===== config.mk =====
export PLATFORM = sky130hd
export DESIGN_NAME = lbm_stream_engine
export DESIGN_NICKNAME = d
export VERILOG_FILES = /design/src/rtl/lbm_pkg.sv /design/src/rtl/lbm_nbr_addr.sv /design/src/rtl/lbm_stream_engine.sv
export SDC_FILE = /design/constraint.sdc
export NUM_CORES = 1
export LEC_CHECK = 0
export CORE_ASPECT_RATIO = 1.75
export CORE_MARGIN = 5
export CORE_UTILIZATION = 40
export CTS_BUF_LIST = sky130_fd_sc_hd__clkbuf_8
export CTS_CLUSTER_DIAMETER = 150
export DETAILED_ROUTE_END_ITERATION = 10
export HOLD_SLACK_MARGIN = 0.1
export PLACE_DENSITY = 0.72
export SLEW_MARGIN = 10
export SYNTH_ARGS = -nofsm -noshare
export SYNTH_HDL_FRONTEND = slang
export SYNTH_SLANG_ARGS = --single-unit
export TNS_END_PERCENT = 20

===== constraint.sdc =====
create_clock -name clk -period 10.9 [get_ports clk]
set_clock_uncertainty 0.05 [all_clocks]
set_input_delay 1.635 -clock clk [delete_from_list [all_inputs] [get_ports clk]]
set_output_delay 1.635 -clock clk [all_outputs]
set_load 0.05 [all_outputs]

===== src/rtl/lbm_pkg.sv =====
// Shared definitions for the D2Q9 lattice-Boltzmann streaming engine.
// Direction order: 0=C0, 1=N, 2=NE, 3=E, 4=SE, 5=S, 6=SW, 7=W, 8=NW.
// N is y-1 (towards the top row), E is x+1.
package lbm_pkg;

  localparam int NUM_DIRS = 9;

  typedef enum logic [3:0] {
    DIR_C0 = 4'd0,
    DIR_N  = 4'd1,
    DIR_NE = 4'd2,
    DIR_E  = 4'd3,
    DIR_SE = 4'd4,
    DIR_S  = 4'd5,
    DIR_SW = 4'd6,
    DIR_W  = 4'd7,
    DIR_NW = 4'd8
  } dir_e;

  typedef enum logic [1:0] {
    ST_IDLE  = 2'd0,
    ST_RUN   = 2'd1,
    ST_DRAIN = 2'd2,
    ST_DONE  = 2'd3
  } state_e;

  // Lattice velocity components, indexed by direction.
  localparam int DX [NUM_DIRS] = '{0, 0, 1, 1, 1, 0, -1, -1, -1};
  localparam int DY [NUM_DIRS] = '{0, -1, -1, 0, 1, 1, 1, 0, -1};

  // Opposite direction, used to reverse populations on barrier cells.
  function automatic int opp(input int d);
    case (d)
      DIR_C0:  return DIR_C0;
      DIR_N:   return DIR_S;
      DIR_NE:  return DIR_SW;
      DIR_E:   return DIR_W;
      DIR_SE:  return DIR_NW;
      DIR_S:   return DIR_N;
      DIR_SW:  return DIR_NE;
      DIR_W:   return DIR_E;
      DIR_NW:  return DIR_SE;
      default: return DIR_C0;
    endcase
  endfunction

endpackage


===== src/rtl/lbm_nbr_addr.sv =====
// Per-direction neighbour address generator for the streaming engine.
// Takes the registered cell coordinates and linear address and produces, for
// every direction, the destination address plus an in-grid flag.
// Destination addresses are formed by adding constant offsets to the cell
// address; edge detection compares x/y against constants only.
// Optional build macro PERIODIC_X_EN: wrap the E/W edges instead of
// suppressing writes that leave the grid horizontally (y edges always clip).
import lbm_pkg::*;

module lbm_nbr_addr #(
  parameter int GRID_W = 64,
  parameter int GRID_H = 32,
  parameter int ADDR_W = $clog2(GRID_W * GRID_H),
  parameter int XW     = $clog2(GRID_W),
  parameter int YW     = $clog2(GRID_H)
) (
  input  logic [XW-1:0]                x_i,
  input  logic [YW-1:0]                y_i,
  input  logic [ADDR_W-1:0]            addr_i,
  output logic [NUM_DIRS*ADDR_W-1:0]   dest_addr_o,
  output logic [NUM_DIRS-1:0]          dest_valid_o
);

  localparam logic [XW-1:0]     X_MAX  = XW'(GRID_W - 1);
  localparam logic [YW-1:0]     Y_MAX  = YW'(GRID_H - 1);
  localparam logic [ADDR_W-1:0] ROW_SZ = ADDR_W'(GRID_W);

  genvar gi;
  for (gi = 0; gi < NUM_DIRS; gi++) begin : g_dir
    localparam int DXI = DX[gi];
    localparam int DYI = DY[gi];
    // Two's-complement offset; the sum is reduced modulo 2^ADDR_W, which is
    // exact because every in-grid destination fits in ADDR_W bits.
    localparam logic [ADDR_W-1:0] OFS = ADDR_W'(DYI * GRID_W + DXI);

    logic              x_lo_out;
    logic              x_hi_out;
    logic              y_out;
    logic [ADDR_W-1:0] wrap_adj;

    assign x_lo_out = (DXI < 0) && (x_i == '0);
    assign x_hi_out = (DXI > 0) && (x_i == X_MAX);
    assign y_out    = ((DYI < 0) && (y_i == '0)) || ((DYI > 0) && (y_i == Y_MAX));

`ifdef PERIODIC_X_EN
    // Leaving on the west side lands in the last column of the same row
    // (+GRID_W), leaving east lands in column 0 (-GRID_W).
    assign wrap_adj         = x_lo_out ? ROW_SZ : (x_hi_out ? (-ROW_SZ) : '0);
    assign dest_valid_o[gi] = ~y_out;
`else
    assign wrap_adj         = '0;
    assign dest_valid_o[gi] = ~(y_out | x_lo_out | x_hi_out);
`endif

    assign dest_addr_o[gi*ADDR_W +: ADDR_W] = addr_i + OFS + wrap_adj;
  end

endmodule


===== src/rtl/lbm_stream_engine.sv =====
// D2Q9 lattice-Boltzmann streaming engine with fused full-way bounce-back.
// One cell per clock: read address issued at t, bank data returns at t+1,
// registered per-direction writes appear at t+2. The source buffer is
// selected by bank_sel_o; writes go to the other buffer and bank_sel_o
// toggles when a pass completes.
// Optional build macro PERIODIC_X_EN (handled in lbm_nbr_addr): periodic
// E/W boundaries.
import lbm_pkg::*;

module lbm_stream_engine #(
  parameter int GRID_W = 64,
  parameter int GRID_H = 32,
  parameter int DATA_W = 16,
  parameter int ADDR_W = $clog2(GRID_W * GRID_H)
) (
  input  logic                         clk,
  input  logic                         rst,
  input  logic                         start_i,
  output logic                         busy_o,
  output logic                         done_o,
  output logic                         bank_sel_o,
  output logic [31:0]                  step_count_o,
  output logic [ADDR_W-1:0]            rd_addr_o,
  input  logic [NUM_DIRS*DATA_W-1:0]   rd_data_i,
  input  logic                         rd_barrier_i,
  output logic [NUM_DIRS-1:0]          wr_en_o,
  output logic [NUM_DIRS*ADDR_W-1:0]   wr_addr_o,
  output logic [NUM_DIRS*DATA_W-1:0]   wr_data_o
);

  localparam int XW = $clog2(GRID_W);
  localparam int YW = $clog2(GRID_H);
  localparam logic [XW-1:0] X_MAX = XW'(GRID_W - 1);
  localparam logic [YW-1:0] Y_MAX = YW'(GRID_H - 1);

  // ---------------- control FSM ----------------
  state_e state_q, state_d;
  logic   drain_q, drain_d;
  logic   issue;       // a read address is presented this cycle
  logic   finish;      // last drain cycle: pass bookkeeping updates
  logic   last_cell;

  // Raster position of the read currently being issued.
  logic [XW-1:0]     x_q;
  logic [YW-1:0]     y_q;
  logic [ADDR_W-1:0] addr_q;

  assign last_cell = (x_q == X_MAX) && (y_q == Y_MAX);

  // State register and drain-cycle flag.
  always_ff @(posedge clk or posedge rst) begin
    if (rst) begin
      state_q <= ST_IDLE;
      drain_q <= 1'b0;
    end else begin
      state_q <= state_d;
      drain_q <= drain_d;
    end
  end

  // Next-state logic; DRAIN lasts two cycles so the last read reaches the write stage.
  always_comb begin
    state_d = state_q;
    drain_d = drain_q;
    issue   = 1'b0;
    finish  = 1'b0;
    case (state_q)
      ST_IDLE: begin
        if (start_i) state_d = ST_RUN;
      end
      ST_RUN: begin
        issue = 1'b1;
        if (last_cell) begin
          state_d = ST_DRAIN;
          drain_d = 1'b0;
        end
      end
      ST_DRAIN: begin
        if (drain_q) begin
          state_d = ST_DONE;
          drain_d = 1'b0;
          finish  = 1'b1;
        end else begin
          drain_d = 1'b1;
        end
      end
      ST_DONE: begin
        state_d = ST_IDLE;
      end
      default: state_d = ST_IDLE;
    endcase
  end

  assign busy_o = (state_q == ST_RUN) || (state_q == ST_DRAIN);
  assign done_o = (state_q == ST_DONE);

  // Buffer select and pass counter advance together on entry to DONE.
  logic        bank_q;
  logic [31:0] step_q;

  // Ping-pong bank select and completed-pass counter.
  always_ff @(posedge clk or posedge rst) begin
    if (rst) begin
      bank_q <= 1'b0;
      step_q <= '0;
    end else if (finish) begin
      bank_q <= ~bank_q;
      step_q <= step_q + 32'd1;
    end
  end

  assign bank_sel_o   = bank_q;
  assign step_count_o = step_q;

  // Raster counters: x wraps at the last column, everything clears after the last cell.
  always_ff @(posedge clk or posedge rst) begin
    if (rst) begin
      x_q    <= '0;
      y_q    <= '0;
      addr_q <= '0;
    end else if (issue) begin
      if (last_cell) begin
        x_q    <= '0;
        y_q    <= '0;
        addr_q <= '0;
      end else if (x_q == X_MAX) begin
        x_q    <= '0;
        y_q    <= y_q + YW'(1);
        addr_q <= addr_q + ADDR_W'(1);
      end else begin
        x_q    <= x_q + XW'(1);
        addr_q <= addr_q + ADDR_W'(1);
      end
    end
  end

  assign rd_addr_o = addr_q;

  // ---------------- pipeline stage 1: aligned with returning read data ----------------
  logic              s1_valid_q;
  logic [XW-1:0]     s1_x_q;
  logic [YW-1:0]     s1_y_q;
  logic [ADDR_W-1:0] s1_addr_q;

  // Delay the issued coordinates by one cycle to match the RAM read latency.
  always_ff @(posedge clk or posedge rst) begin
    if (rst) begin
      s1_valid_q <= 1'b0;
      s1_x_q     <= '0;
      s1_y_q     <= '0;
      s1_addr_q  <= '0;
    end else begin
      s1_valid_q <= issue;
      s1_x_q     <= x_q;
      s1_y_q     <= y_q;
      s1_addr_q  <= addr_q;
    end
  end

  logic [NUM_DIRS*ADDR_W-1:0] nbr_addr;
  logic [NUM_DIRS-1:0]        nbr_valid;

  lbm_nbr_addr #(
    .GRID_W (GRID_W),
    .GRID_H (GRID_H),
    .ADDR_W (ADDR_W),
    .XW     (XW),
    .YW     (YW)
  ) u_nbr_addr (
    .x_i          (s1_x_q),
    .y_i          (s1_y_q),
    .addr_i       (s1_addr_q),
    .dest_addr_o  (nbr_addr),
    .dest_valid_o (nbr_valid)
  );

  // Write mux: on a barrier cell slot k carries the opposite population,
  // which then streams along c_k (full-way bounce-back fused with streaming).
  logic [NUM_DIRS*DATA_W-1:0] wr_data_d;

  genvar gi;
  for (gi = 0; gi < NUM_DIRS; gi++) begin : g_mux
    localparam int OPP = opp(gi);
    assign wr_data_d[gi*DATA_W +: DATA_W] = rd_barrier_i ? rd_data_i[OPP*DATA_W +: DATA_W]
                                                         : rd_data_i[gi*DATA_W +: DATA_W];
  end

  // ---------------- pipeline stage 2: registered write port ----------------
  logic [NUM_DIRS-1:0]        wr_en_q;
  logic [NUM_DIRS*ADDR_W-1:0] wr_addr_q;
  logic [NUM_DIRS*DATA_W-1:0] wr_data_q;

  // Register per-direction writes; out-of-grid destinations are masked off.
  always_ff @(posedge clk or posedge rst) begin
    if (rst) begin
      wr_en_q   <= '0;
      wr_addr_q <= '0;
      wr_data_q <= '0;
    end else begin
      wr_en_q <= s1_valid_q ? nbr_valid : '0;
      if (s1_valid_q) begin
        wr_addr_q <= nbr_addr;
        wr_data_q <= wr_data_d;
      end
    end
  end

  assign wr_en_o   = wr_en_q;
  assign wr_addr_o = wr_addr_q;
  assign wr_data_o = wr_data_q;

endmodule


After elaboration in Yosys (flattened, before gate mapping)

Cells that the tools add are included.

Flip-flop bits (word level): 333
Bits of input ports: 148
Output and inout port bits: 298
Logic and storage cells: 83

Add/subtract/negate cells: 12
Equal/unequal tests: 10
Multiplexer cells: 24
Bitwise logic cells: 13
Reduce and logical (&&, ||, !) cells: 10

Operators with widths:

| cell                     | count |
|---|---|
| $mux W16                 | 8 |
| $add A11 B11 Y11 const B | 4 |
| $add A32 B1 Y32 const B  | 1 |
| $add A11 B1 Y11 const B  | 2 |
| $add A11 B7 Y11 const B  | 2 |
| $eq A6 B6 Y1 const B     | 2 |
| $mux W6                  | 2 |
| $add A11 B6 Y11 const B  | 1 |
| $mux W11                 | 1 |
| $eq A5 B5 Y1 const B     | 2 |
| $mux W5                  | 2 |
| $mux W9                  | 1 |
| $not A1 Y1               | 9 |
| $pmux W2 S4              | 1 |
| $add A6 B1 Y6 const B    | 1 |
| $logic_not A6 Y1         | 1 |
| $mux W2                  | 3 |
| $ne A2 B2 Y1 const B     | 3 |
| $add A5 B1 Y5 const B    | 1 |
| $logic_not A5 Y1         | 1 |
| $mux W1                  | 5 |
| $eq A2 B2 Y1 const B     | 2 |
| $or A1 B1 Y1             | 4 |
| $reduce_and A2 Y1        | 2 |
| 7 further kinds          | 8 |

Logic depth before layout (Yosys ltp)

Word-level depth: 4
Mapped depth: 8
Mapped depth without buffers: 7

By module

Synthesis repeated with hierarchy kept, for this count alone.

Cell total of the unflattened synthesis: 1303
Area, all modules: 15183.3 um2

Modules (own cells, without submodules):

| module            | times used | cells an instance | area each (um2) | seq. area each (um2) |
|---|---|---|---|---|
| lbm_stream_engine | 1          | 1101              | 13730.7         | 8333.0 |
| lbm_nbr_addr      | 1          | 202               | 1452.6          | 0.0 |

Least setup slack after synthesis

OpenSTA, ideal clock, no wires.

Path kind: input -> register
Start point: input port rd_barrier_i
End point: register wr_data_q[100] (netlist: wr_data_o[100])
Arrival time: 2.643 ns
Required time: 10.713 ns
Slack: 8.070 ns
Stages: 4
Cell sequence: clkbuf_1 > buf_1 > mux2i_1 > a21oi_1

Cells in the longest elaborated chain, start to end: 1

Ends and longest elaborated chain:

| item                   | RTL line                 | RTL |
|---|---|---|
| start: declaration     | lbm_stream_engine.sv:25  | `input logic rd_barrier_i,` |
| $mux W16               | lbm_stream_engine.sv:184 | `assign wr_data_d[gi*DATA_W +: DATA_W] = rd_barrier_i ? rd_data_i[OPP*DATA_W +: DATA_W]` |
| end signal: assignment | lbm_stream_engine.sv:203 | `wr_data_q <= wr_data_d;` |
| end: declaration       | lbm_stream_engine.sv:191 | `logic [NUM_DIRS*DATA_W-1:0] wr_data_q;` |

No other way between the ends.
A chain may end at the register's enable or synchronous reset.

Final worst setup path

Start point: register state_q[1]
End point: output port busy_o

Cells in the longest elaborated chain, start to end: 2

Ends and longest elaborated chain:

| item                                         | RTL line                | RTL |
|---|---|---|
| start: declaration                           | lbm_stream_engine.sv:37 | `state_e state_q, state_d;` |
| start signal: assignment                     | lbm_stream_engine.sv:56 | `state_q <= state_d;` |
| $eq A2 B1 Y1 or $eq A2 B2 Y1 (tied branches) | lbm_stream_engine.sv:94 | `assign busy_o = (state_q == ST_RUN) \|\| (state_q == ST_DRAIN);` |
| $logic_or A1 B1 Y1 *                         | lbm_stream_engine.sv:94 |  |
| end: declaration                             | lbm_stream_engine.sv:19 | `output logic busy_o,` |

Mark *: on every way between the ends. The rest lies on a longest branch, timed or not.

==> results.cfg <==
[power]
power_density_nw_per_um2 = 134
power.switching_fraction = 0.278
power.share.combinational = 0.155
power_report.internal_total_mw = 1.80
clock_network_power_share = 0.384
ir_worst_vdd_v = 0.000135
power.switching_mw = 0.693
power.leakage_nw = 8.17
seqPwrFrac = 0.461

[worst_setup_path]
crit_arrival_ns = 2.18
critical_path.slowest_cell = sky130_fd_sc_hd__clkdlybuf4s50_1
setup.reg_to_reg.worst_slack_ns = 7.70
timing.critical_path.to_type = output port
cp_slowest_stage_delay_ns = 0.81
worst-setup-path-type = flop to output port
reg2reg_depth = 6
crit_buf_inv = 2
worst_path_fanout_max = 4
data_required_time_of_the_critical_path_ns = 9.22
reg2reg_to = wr_addr_o[97]
worstReg2RegStart = s1_valid_q
worst_path_dominant_cell_family = buffers and inverters
timing.critical_path.from_type = flop
crit_chain = inv_1 -> ha_1 -> clkdlybuf4s50_1

[synth]
average_cell_area_after_synthesis_um2 = 10.8
cells_after_synthesis = 1225
synthDominantCellAreaShare = 0.555
synth-async-reset-ratio = 1.00
synth.area.top_cells = sky130_fd_sc_hd__dfrtp_1, sky130_fd_sc_hd__mux2i_1, sky130_fd_sc_hd__a21oi_1
ys_seq_elements = 293
synthFlopType = sky130_fd_sc_hd__dfrtp_1
mappedNetlistNets = 1390
yosysSeqAreaShare = 0.555
post_synth_adder_cell_area = 0.0161
synth_largest_area_cell = sky130_fd_sc_hd__dfrtp_1
synth_top_family_by_area = multiplexers
synth_edf_count = 0
synthesis.area_um2 = 13200
synthDistinctLibCells = 46
synth.most_common_cell = sky130_fd_sc_hd__dfrtp_1
muxShareOfSynthArea = 0.134
yosys.area_share.xor_xnor = 0.0464
yosys.area_share.simple = 0.117
synth_compound_area_frac = 0.0807
synth.yosys.warnings = 0
synth_cell_count_leaders = sky130_fd_sc_hd__dfrtp_1, sky130_fd_sc_hd__nor2_1, sky130_fd_sc_hd__a21oi_1

[sta]
grt_setup_unrepaired = no
timing.final.crit_share = 0.355
finalSetupViolations = 0
timing.final.crit_period_ns = 3.86
max_clock_freq_mhz = 259
tns_ns = 0
hold_viol_final = 0
maxSlewHeadroom = 0.290
tightest_slew_ns = 1.07
timing.final.max_slew_violations = 0

[routing]
met2_length_mm = 20.7
dr_total_vias = 10400
drcViolationCount = 0
route.detailed.vias_per_inst = 5.08
drt-total-wl_mm = 40.2
drtAntennaViolNets = 0
total_iterations_of_the_first_detailed_routing_run = 5
wl_met3_mm = 2.84
wl_per_cell_um = 19.6
drt_iter0_markers = 423
m1WireLength_mm = 14.7
top_signal_layer_used = met4

[placement]
place_congestion = 0.841
port-buffer-count = 445
dp.final_hpwl_mm = 29.7

[global_route]
grt_antenna_before_repair = 2
grt_first_pass_wirelength_mm = 61.6
groute.usage.overall = 0.210
grt_remaining_overflow = 0
first_global_vias = 10600
grt_start_max_net_pins = 132

[hold_path]
worst_hold_startpoint = x_q[5]
hold_path_end = s1_x_q[5]
holdCritPathClass = flop to flop
hold-path-cell-count = 0

[clock_network]
clockRootBuffer = sky130_fd_sc_hd__clkbuf_8
post_cts_resized = 0
cts_tree = done
tritoncts.num_buffers = 44
clkLatencyLatePin_ns = 0.56
cts.sink_count = 293
h-tree-depth = 2
cts_max_path_buffers = 3
cts-hold-fix-buffers = 0
cts.repair_timing.setup_buffer_count = 0
clk_transition_reported_paths_ns = 0.07

[finish]
num-fill-cells = 2907
multi_input_logic_area_um2 = 5220
flow.area_growth_from_synthesis_pct = 40.6
postLayoutCoreUtil = 0.566
layout-drive-gt1-share = 0.0788
layout.nets = 1773
sequential_cell_area_um2 = 7340

[outcome]
run_status = finished, final reports clean

[floorplanning]
die_height_um = 250
floorplan.rows = 88
die_width_um = 147
core-area_um2 = 32800
start_util = 0.403
io-pin-count = 446
die_outline_area_um2 = 36900

[run]
cap_violations = 0
## cell type report
| type | instances | area share |
|---|---|---|
| multi-input cells | 798 | 0.281 |
| well taps | 405 | 0.0273 |
| clock inverters | 21 | 0.00970 |
| clock buffers | 55 | 0.0407 |
| repair buffers | 451 | 0.242 |
| flip-flops and latches | 293 | 0.395 |
| diodes | 2 | 0.000269 |
| inverters | 20 | 0.00444 |
## flip-flops by register name, summed over array words and instances (netlist names)
name	flops
s1_y_q	5
s1_x_q	6
wr_addr_o	59
y_q	5
x_q	6
bank_sel_o	1
wr_en_o	9
rd_addr_o	11
s1_addr_q	11
s1_valid_q	1
state_q	2
step_count_o	32
wr_data_o	144
drain_q	1
## worst register-to-register path, stage by stage (launching register included)
cell and delay, ns:
sky130_fd_sc_hd__dfrtp_4 0.86, sky130_fd_sc_hd__buf_4 0.80, sky130_fd_sc_hd__buf_4 0.83, sky130_fd_sc_hd__nand2b_1 0.22, sky130_fd_sc_hd__nor3_1 0.19, sky130_fd_sc_hd__mux2i_1 0.10, sky130_fd_sc_hd__nand3_1 0.09
## cell families after synthesis
| group | count (synthesis) |
|---|---|
| AND/OR/NAND/NOR | 338 |
| flip-flops | 293 |
| AO/OA/AOI/OAI | 201 |
| multiplexers | 172 |
| buffers and inverters | 134 |
| XOR/XNOR | 70 |
| adder cells (fa/ha/maj) | 17 |
## cells in the final DEF (no fill, tap or decap), drive strengths merged, types with 2 or more instances in the layout
master / synthesis / final
a21boi: 2 / 2
or3: 6 / 6
o31ai: 2 / 2
or4: 4 / 4
and4: 2 / 2
xnor2: 41 / 41
mux2: 39 / 39
buf: 61 / 7
a21o: 3 / 3
a21oi: 156 / 156
nand3b: 3 / 3
nand3: 23 / 23
a221o: 3 / 3
a31oi: 6 / 6
ha: 17 / 17
nand2: 41 / 41
a22o: 3 / 3
clkbuf: 53 / 55
and2: 4 / 4
dfrtp: 293 / 293
nor2: 197 / 197
mux2i: 133 / 133
inv: 19 / 28
and3: 5 / 5
nor3: 19 / 19
xor2: 29 / 29
nand4: 11 / 11
clkinvlp: 0 / 3
clkdlybuf4s50: 0 / 444
bufinv: 0 / 3
o21ai: 22 / 22
or2: 2 / 2
clkinv: 1 / 7
nand2b: 3 / 3
nor4: 11 / 11
diode: 0 / 2
nor2b: 6 / 6
## how the worst max path moves through the flow
stage                     startpoint             to  slack, ns  cells after the start
after floorplan                  rst     bank_sel_o       1.12                      1
after global placement           rst  wr_addr_o[47]       6.86                      3
after detailed placement         rst  wr_addr_o[50]       6.83                      3
after CTS                 state_q[1]         busy_o       6.98                      3
after global routing      state_q[1]         busy_o       6.91                      3
final                     state_q[1]         busy_o       7.04                      3
## per-layer routing
| layer | GRT usage | vias up |
|---|---|---|
| met5 | 0 | - |
| met4 | 0.102 | 0 |
| met3 | 0.0590 | 92 |
| met2 | 0.370 | 362 |
| met1 | 0.232 | 4996 |
| li1 | - | 4944 |
## stage by stage
step | cell area [um^2] | setup slack [ns] | std cells | hold slack, ns | power [mW]
after global placement | 17600 | 6.86 | 1967 | 0.352 | 1.56
after CTS | 18600 | 6.98 | 2043 | 0.378 | 2.53
final | 18600 | 7.04 | 2045 | 0.385 | 2.50
after detailed placement | 17600 | 6.83 | 1967 | 0.367 | 1.56
after global routing | 18600 | 6.91 | 2045 | 0.405 | 2.59
after floorplan | 13200 | 1.12 | 1225 | 0.315 | 1.39
## power by group through the flow
stage | logic [mW] | clock network, mW | registers (mW)
after floorplan | 0.0777 | 0 | 1.31
after global placement | 0.387 | 0 | 1.17
after detailed placement | 0.391 | 0 | 1.17
after CTS | 0.392 | 0.989 | 1.15
after global routing | 0.406 | 1.03 | 1.15
final | 0.387 | 0.959 | 1.15
Power figures use the tool's default switching activity.
